`config.mk`:
```
export PLATFORM = sky130hd
export DESIGN_NAME = scoreboard_hazard_unit
export DESIGN_NICKNAME = d
export VERILOG_FILES = /design/src/rtl/scoreboard_hazard_unit.sv
export SDC_FILE = /design/constraint.sdc
export NUM_CORES = 1
export LEC_CHECK = 0
export CAP_MARGIN = 40
export CORE_MARGIN = 5
export CORE_UTILIZATION = 57
export DETAILED_ROUTE_END_ITERATION = 7
export PLACE_DENSITY = 0.79
export SKIP_LAST_GASP = 1
export SYNTH_ARGS = -nofsm -noshare
export SYNTH_HDL_FRONTEND = slang
export SYNTH_SLANG_ARGS = --single-unit
export TNS_END_PERCENT = 100
```
`constraint.sdc`:
```
create_clock -name Clk -period 6.38 [get_ports Clk]
set_input_delay 1.276 -clock Clk [delete_from_list [all_inputs] [get_ports Clk]]
set_output_delay 1.276 -clock Clk [all_outputs]
set_load 0.01 [all_outputs]
```
`src/rtl/scoreboard_hazard_unit.sv`:
```
// Per-register latency scoreboard for the ID stage.
// Stalls on RAW/WAW, flushes on redirect, counts stall cycles.
module scoreboard_hazard_unit #(
  parameter int NUM_REGS    = 32,
  parameter int REG_ADDR_W  = 5,
  parameter int CNT_W       = 3,
  parameter int ALU_LAT     = 1,
  parameter int LOAD_LAT    = 2,
  parameter int MUL_LAT     = 4,
  parameter int STALL_CNT_W = 16
) (
  input  logic                   Clk,
  input  logic                   Reset,
  input  logic                   Valid_ID,
  input  logic [REG_ADDR_W-1:0]  Rs_ID,
  input  logic [REG_ADDR_W-1:0]  Rt_ID,
  input  logic                   RsUsed_ID,
  input  logic                   RtUsed_ID,
  input  logic [REG_ADDR_W-1:0]  Rd_ID,
  input  logic                   RegWrite_ID,
  input  logic [1:0]             Class_ID,
  input  logic                   Branch_ID,
  input  logic                   Flush_Req,
  output logic                   PCWrite,
  output logic                   IF_ID_Write,
  output logic                   FlushControl,
  output logic [STALL_CNT_W-1:0] Stall_Cycles
);

  logic [CNT_W-1:0] cnt [1:NUM_REGS-1];

  logic [CNT_W-1:0] rs_cnt;
  logic [CNT_W-1:0] rt_cnt;
  logic [CNT_W-1:0] rd_cnt;
  logic [CNT_W-1:0] lat;
  logic [CNT_W-1:0] th;
  logic             raw;
  logic             waw;
  logic             stall;
  logic             issue;
  logic             rd_nz;

  // r0 and out-of-range indices match no entry and read as 0
  always_comb begin
    rs_cnt = '0;
    rt_cnt = '0;
    rd_cnt = '0;
    for (int r = 1; r < NUM_REGS; r++) begin
      if (Rs_ID == REG_ADDR_W'(r)) rs_cnt = cnt[r];
      if (Rt_ID == REG_ADDR_W'(r)) rt_cnt = cnt[r];
      if (Rd_ID == REG_ADDR_W'(r)) rd_cnt = cnt[r];
    end
  end

  always_comb begin
    case (Class_ID)
      2'b01:   lat = CNT_W'(LOAD_LAT);
      2'b10:   lat = CNT_W'(MUL_LAT);
      default: lat = CNT_W'(ALU_LAT);
    endcase
  end

  // branches compare in ID, others consume in EX one cycle later
  assign th    = Branch_ID ? '0 : CNT_W'(1);
  assign rd_nz = (Rd_ID != '0);

  assign raw = Valid_ID &&
               ((RsUsed_ID && (rs_cnt > th)) ||
                (RtUsed_ID && (rt_cnt > th)));

  assign waw = Valid_ID && RegWrite_ID && rd_nz &&
               (rd_cnt > lat);

  assign stall = (raw || waw) && !Flush_Req;
  assign issue = Valid_ID && !stall && !Flush_Req;

  always_comb begin
    PCWrite      = 1'b1;
    IF_ID_Write  = 1'b1;
    FlushControl = 1'b0;
    if (Flush_Req) begin
      FlushControl = 1'b1;
    end else if (stall) begin
      PCWrite      = 1'b0;
      IF_ID_Write  = 1'b0;
      FlushControl = 1'b1;
    end
  end

  always_ff @(posedge Clk or posedge Reset) begin
    if (Reset) begin
      for (int r = 1; r < NUM_REGS; r++) cnt[r] <= '0;
    end else begin
      for (int r = 1; r < NUM_REGS; r++) begin
        if (issue && RegWrite_ID && Rd_ID == REG_ADDR_W'(r))
          cnt[r] <= lat;
        else if (cnt[r] != '0)
          cnt[r] <= cnt[r] - CNT_W'(1);
      end
    end
  end

  always_ff @(posedge Clk or posedge Reset) begin
    if (Reset)
      Stall_Cycles <= '0;
    else if (stall && (Stall_Cycles != '1))
      Stall_Cycles <= Stall_Cycles + STALL_CNT_W'(1);
  end

endmodule
```
==> flow_summary.toml <==
[outcome]
status = "finished clean"

[detailed_routing]
antenna_left = 0
drtIter0Drc = 1417
wl_per_cell_um = 22.9
num_vias = 10800
dr.pass1.iters = 7
viasPerCell = 6.67
route.detailed.drc = 0
routed_wirelength_um = 37000

[sta]
worst_pin_slew_ns = 0.813
fmax_mhz = 162
hold_viol_final = 0
setup_tns_ns = 0
worst_slack_ns = 0.188
relSlewSlack_pct = 44.4
grt_setup_unrepaired = "false"
fin_crit_ns = 6.19
setup_violations = 0
finalClockSkew_ns = 0.0107
slew_viol_final = 0
period_share_pct = 97.0

[placement]
io_buffers = 43
gp_congestion = 1.05
hpwl_um = 28400
pre_cts_ws_ns = -0.416

[pwr]
ir_drop_uv = 272
p_leak_nw = 5.61
power.density_nw_per_um2 = 372

[floorplanning]
io_pins = 44
fp.dieW_um = 146
num_rows = 49
dieArea_um2 = 21400
initial_utilization_pct = 58.4
core_area_um2 = 18100
die_h_um = 146

[logic_synthesis]
ys.flop_type = "dfrtp_1"
syn_area_um2 = 10600
async_reset_ff_share_pct = 100
syn_nets = 1328
synthCells = 1233
postSynthAreaPerCell_um2 = 8.59
ys_types = 84
yosys_warnings = 0
synth.yosys.seq_area_share_pct = 25.7
synth-seq-cells = 109
synth_edf_count = 0

[worst_hold_path]
holdPathEnd = "Stall_Cycles[12]$_DFFE_PP0P_"
holdCritPathClass = "register to register"
holdPathStages = 1
min-delay-start = "Stall_Cycles[12]$_DFFE_PP0P_"

[grt]
grt_pass1_wl_um = 58300
antenna_found_initial = 0
track_usage_pct = 34.1
grt_start_max_net_pins = 68
grt_pass1_vias = 10500
globalRouteOverflowTotal = 0

[critical_path]
crit_type = "input pin to output pin"
worstPathCellList = "clkdlybuf4s50_1, buf_4, nand2b_1, o22ai_1, a2bb2oi_1, o211ai_1, a211oi_1, nor4_1, buf_4, a311oi_1, a32oi_1, ha_1, nor2b_1, o21ai_0, a21oi_1, a21o_1, or2_2, buf_2"
worstPathArrival_ns = 4.92
r2r_end = "cnt[78]$_DFFE_PP0P_"
r2r-start = "cnt[85]$_DFFE_PP0P_"
cp_max_fo = 23
crit_path_top_delay_cell = "clkdlybuf4s50_1"
rr_worst_depth = 19
crit_path_start = "Rd_ID[1]"
crit_path_max_incr_delay_ns = 0.54
start_kind = "input pin"
end_kind = "output pin"
cpMostUsedCell = "buf_4"
r2r_slack_ns = 1.37
worstPathRequired_ns = 5.10

[finish]
utilization_pct = 70.2
antennaDiodeCount = 0
layout.nets = 1480
areaGrowthSynthToFinish_pct = 20.2
layout-drive-gt1-share_pct = 20.0

[clock_network]
cts_tree = "yes"
cts_hold_buffers = 0
cts_buffers = 9
cts.sinks = 109
clk_latency_ns = 0.37
clockBufferDepth = 2
clockRootBuffer = "clkbuf_16"
htree_num_levels = 3
clkTransAtPathRegs_ns = 0.09

[job]
maxCapViolCount = 0
-- Yosys cell counts (8+ instances only) --
master | instances | share of area (%)
a2111oi_0 | 9 | 0.74
a211oi_1 | 14 | 0.99
a21oi_1 | 54 | 2.6
a22oi_1 | 14 | 0.99
a31oi_1 | 11 | 0.65
buf_1 | 17 | 0.60
buf_2 | 18 | 0.85
clkbuf_1 | 36 | 1.3
dfrtp_1 | 109 | 26
ha_1 | 70 | 8.3
inv_1 | 79 | 2.8
mux2_1 | 18 | 1.9
mux2_2 | 16 | 1.7
mux2i_1 | 111 | 10
nand2_1 | 98 | 3.5
nand2b_1 | 45 | 2.7
nand3_1 | 29 | 1.4
nand4_1 | 10 | 0.59
nor2_1 | 91 | 3.2
nor2b_1 | 15 | 0.89
nor3_1 | 19 | 0.90
nor4_1 | 8 | 0.47
nor4_4 | 18 | 3.6
o2111ai_1 | 8 | 0.66
o211ai_1 | 14 | 0.99
o21ai_0 | 94 | 4.4
o221ai_1 | 9 | 0.74
o22ai_1 | 18 | 1.1
xnor2_1 | 43 | 3.6
-- report_power, final --
group	total (mW)	switching, mW	internal (mW)
sequential	1.65	0.614	1.03
clock	0.605	0.320	0.285
combinational	2.49	1.36	1.13
total	4.74	2.30	2.44
-- how the worst max path moves through the flow --
stage | end | slack (ns)
after floorplan | FlushControl | 0.07
after global placement | FlushControl | -0.35
after detailed placement | FlushControl | -0.42
after CTS | FlushControl | -0.19
after global routing | FlushControl | 0.02
final | FlushControl | 0.19
-- metal layers --
metal	up-vias	part of all wire [%]	global-route usage [%]
li1	4780	-	-
met1	5179	41	46.9
met2	700	43	52.5
met3	137	11	8.21
met4	0	4.3	12.3
met5	-	0	0
-- critical path: cells and delay by family --
kind,cells,cell delay [ns]
compound gates,9,1.53
fa+ha+maj,1,0.32
buf+inv,4,1.12
simple gates,4,0.66
-- sequential cells by signal (all words and copies together), names as in the netlist --
name          count
Stall_Cycles     16
cnt              93
-- metrics by stage --
stage / hold slack (ns) / cells / total power [mW] / instance area, µm²
2_1_floorplan: 0.515 / 1233 / 3.15 / 10600
3_3_place_gp: 0.475 / 1600 / 3.90 / 12300
3_5_place_dp: 0.483 / 1601 / 4.03 / 12300
4_1_cts: 0.496 / 1617 / 4.66 / 12600
5_1_grt: 0.520 / 1619 / 5.08 / 12700
6_report: 0.494 / 1619 / 4.74 / 12700
-- cells by family after synthesis --
group	Yosys count	synth area share, %
and+or+nand+nor	387	21.4
buffers and inverters	161	6.27
AOI/OAI and AO/OA	306	18.9
xor gates and xnor gates	46	3.80
DFF	109	25.7
adders and majority gates	70	8.27
muxes	154	15.6
-- what timing repair did --
action,4_1_cts,5_1_grt
setup endpoints to repair,3,3
buffers inserted,0,2
pin swaps,3,14
gates resized for setup,7,31
-- cell type report --
class	instances	area, µm²
repair buffers	219	1800
inverters	83	314
clock inverters	7	85.1
clock buffers	9	225
flip-flops and latches	109	2730
well taps	229	287
multi-input cells	963	7290
fillers	1472	5410
-- cells in the final DEF (no fill, tap or decap), types with 29 or more instances in the layout --
cell,netlist,layout
nor2_1,91,90
ha_1,70,70
clkdlybuf4s50_1,0,29
inv_1,79,78
nand3_1,29,29
a21oi_1,54,53
buf_4,4,168
xnor2_1,43,43
o21ai_0,94,91
mux2i_1,111,111
nand2b_1,45,43
dfrtp_1,109,109
nand2_1,98,97
No activity file was read; power rests on OpenSTA's default activity.
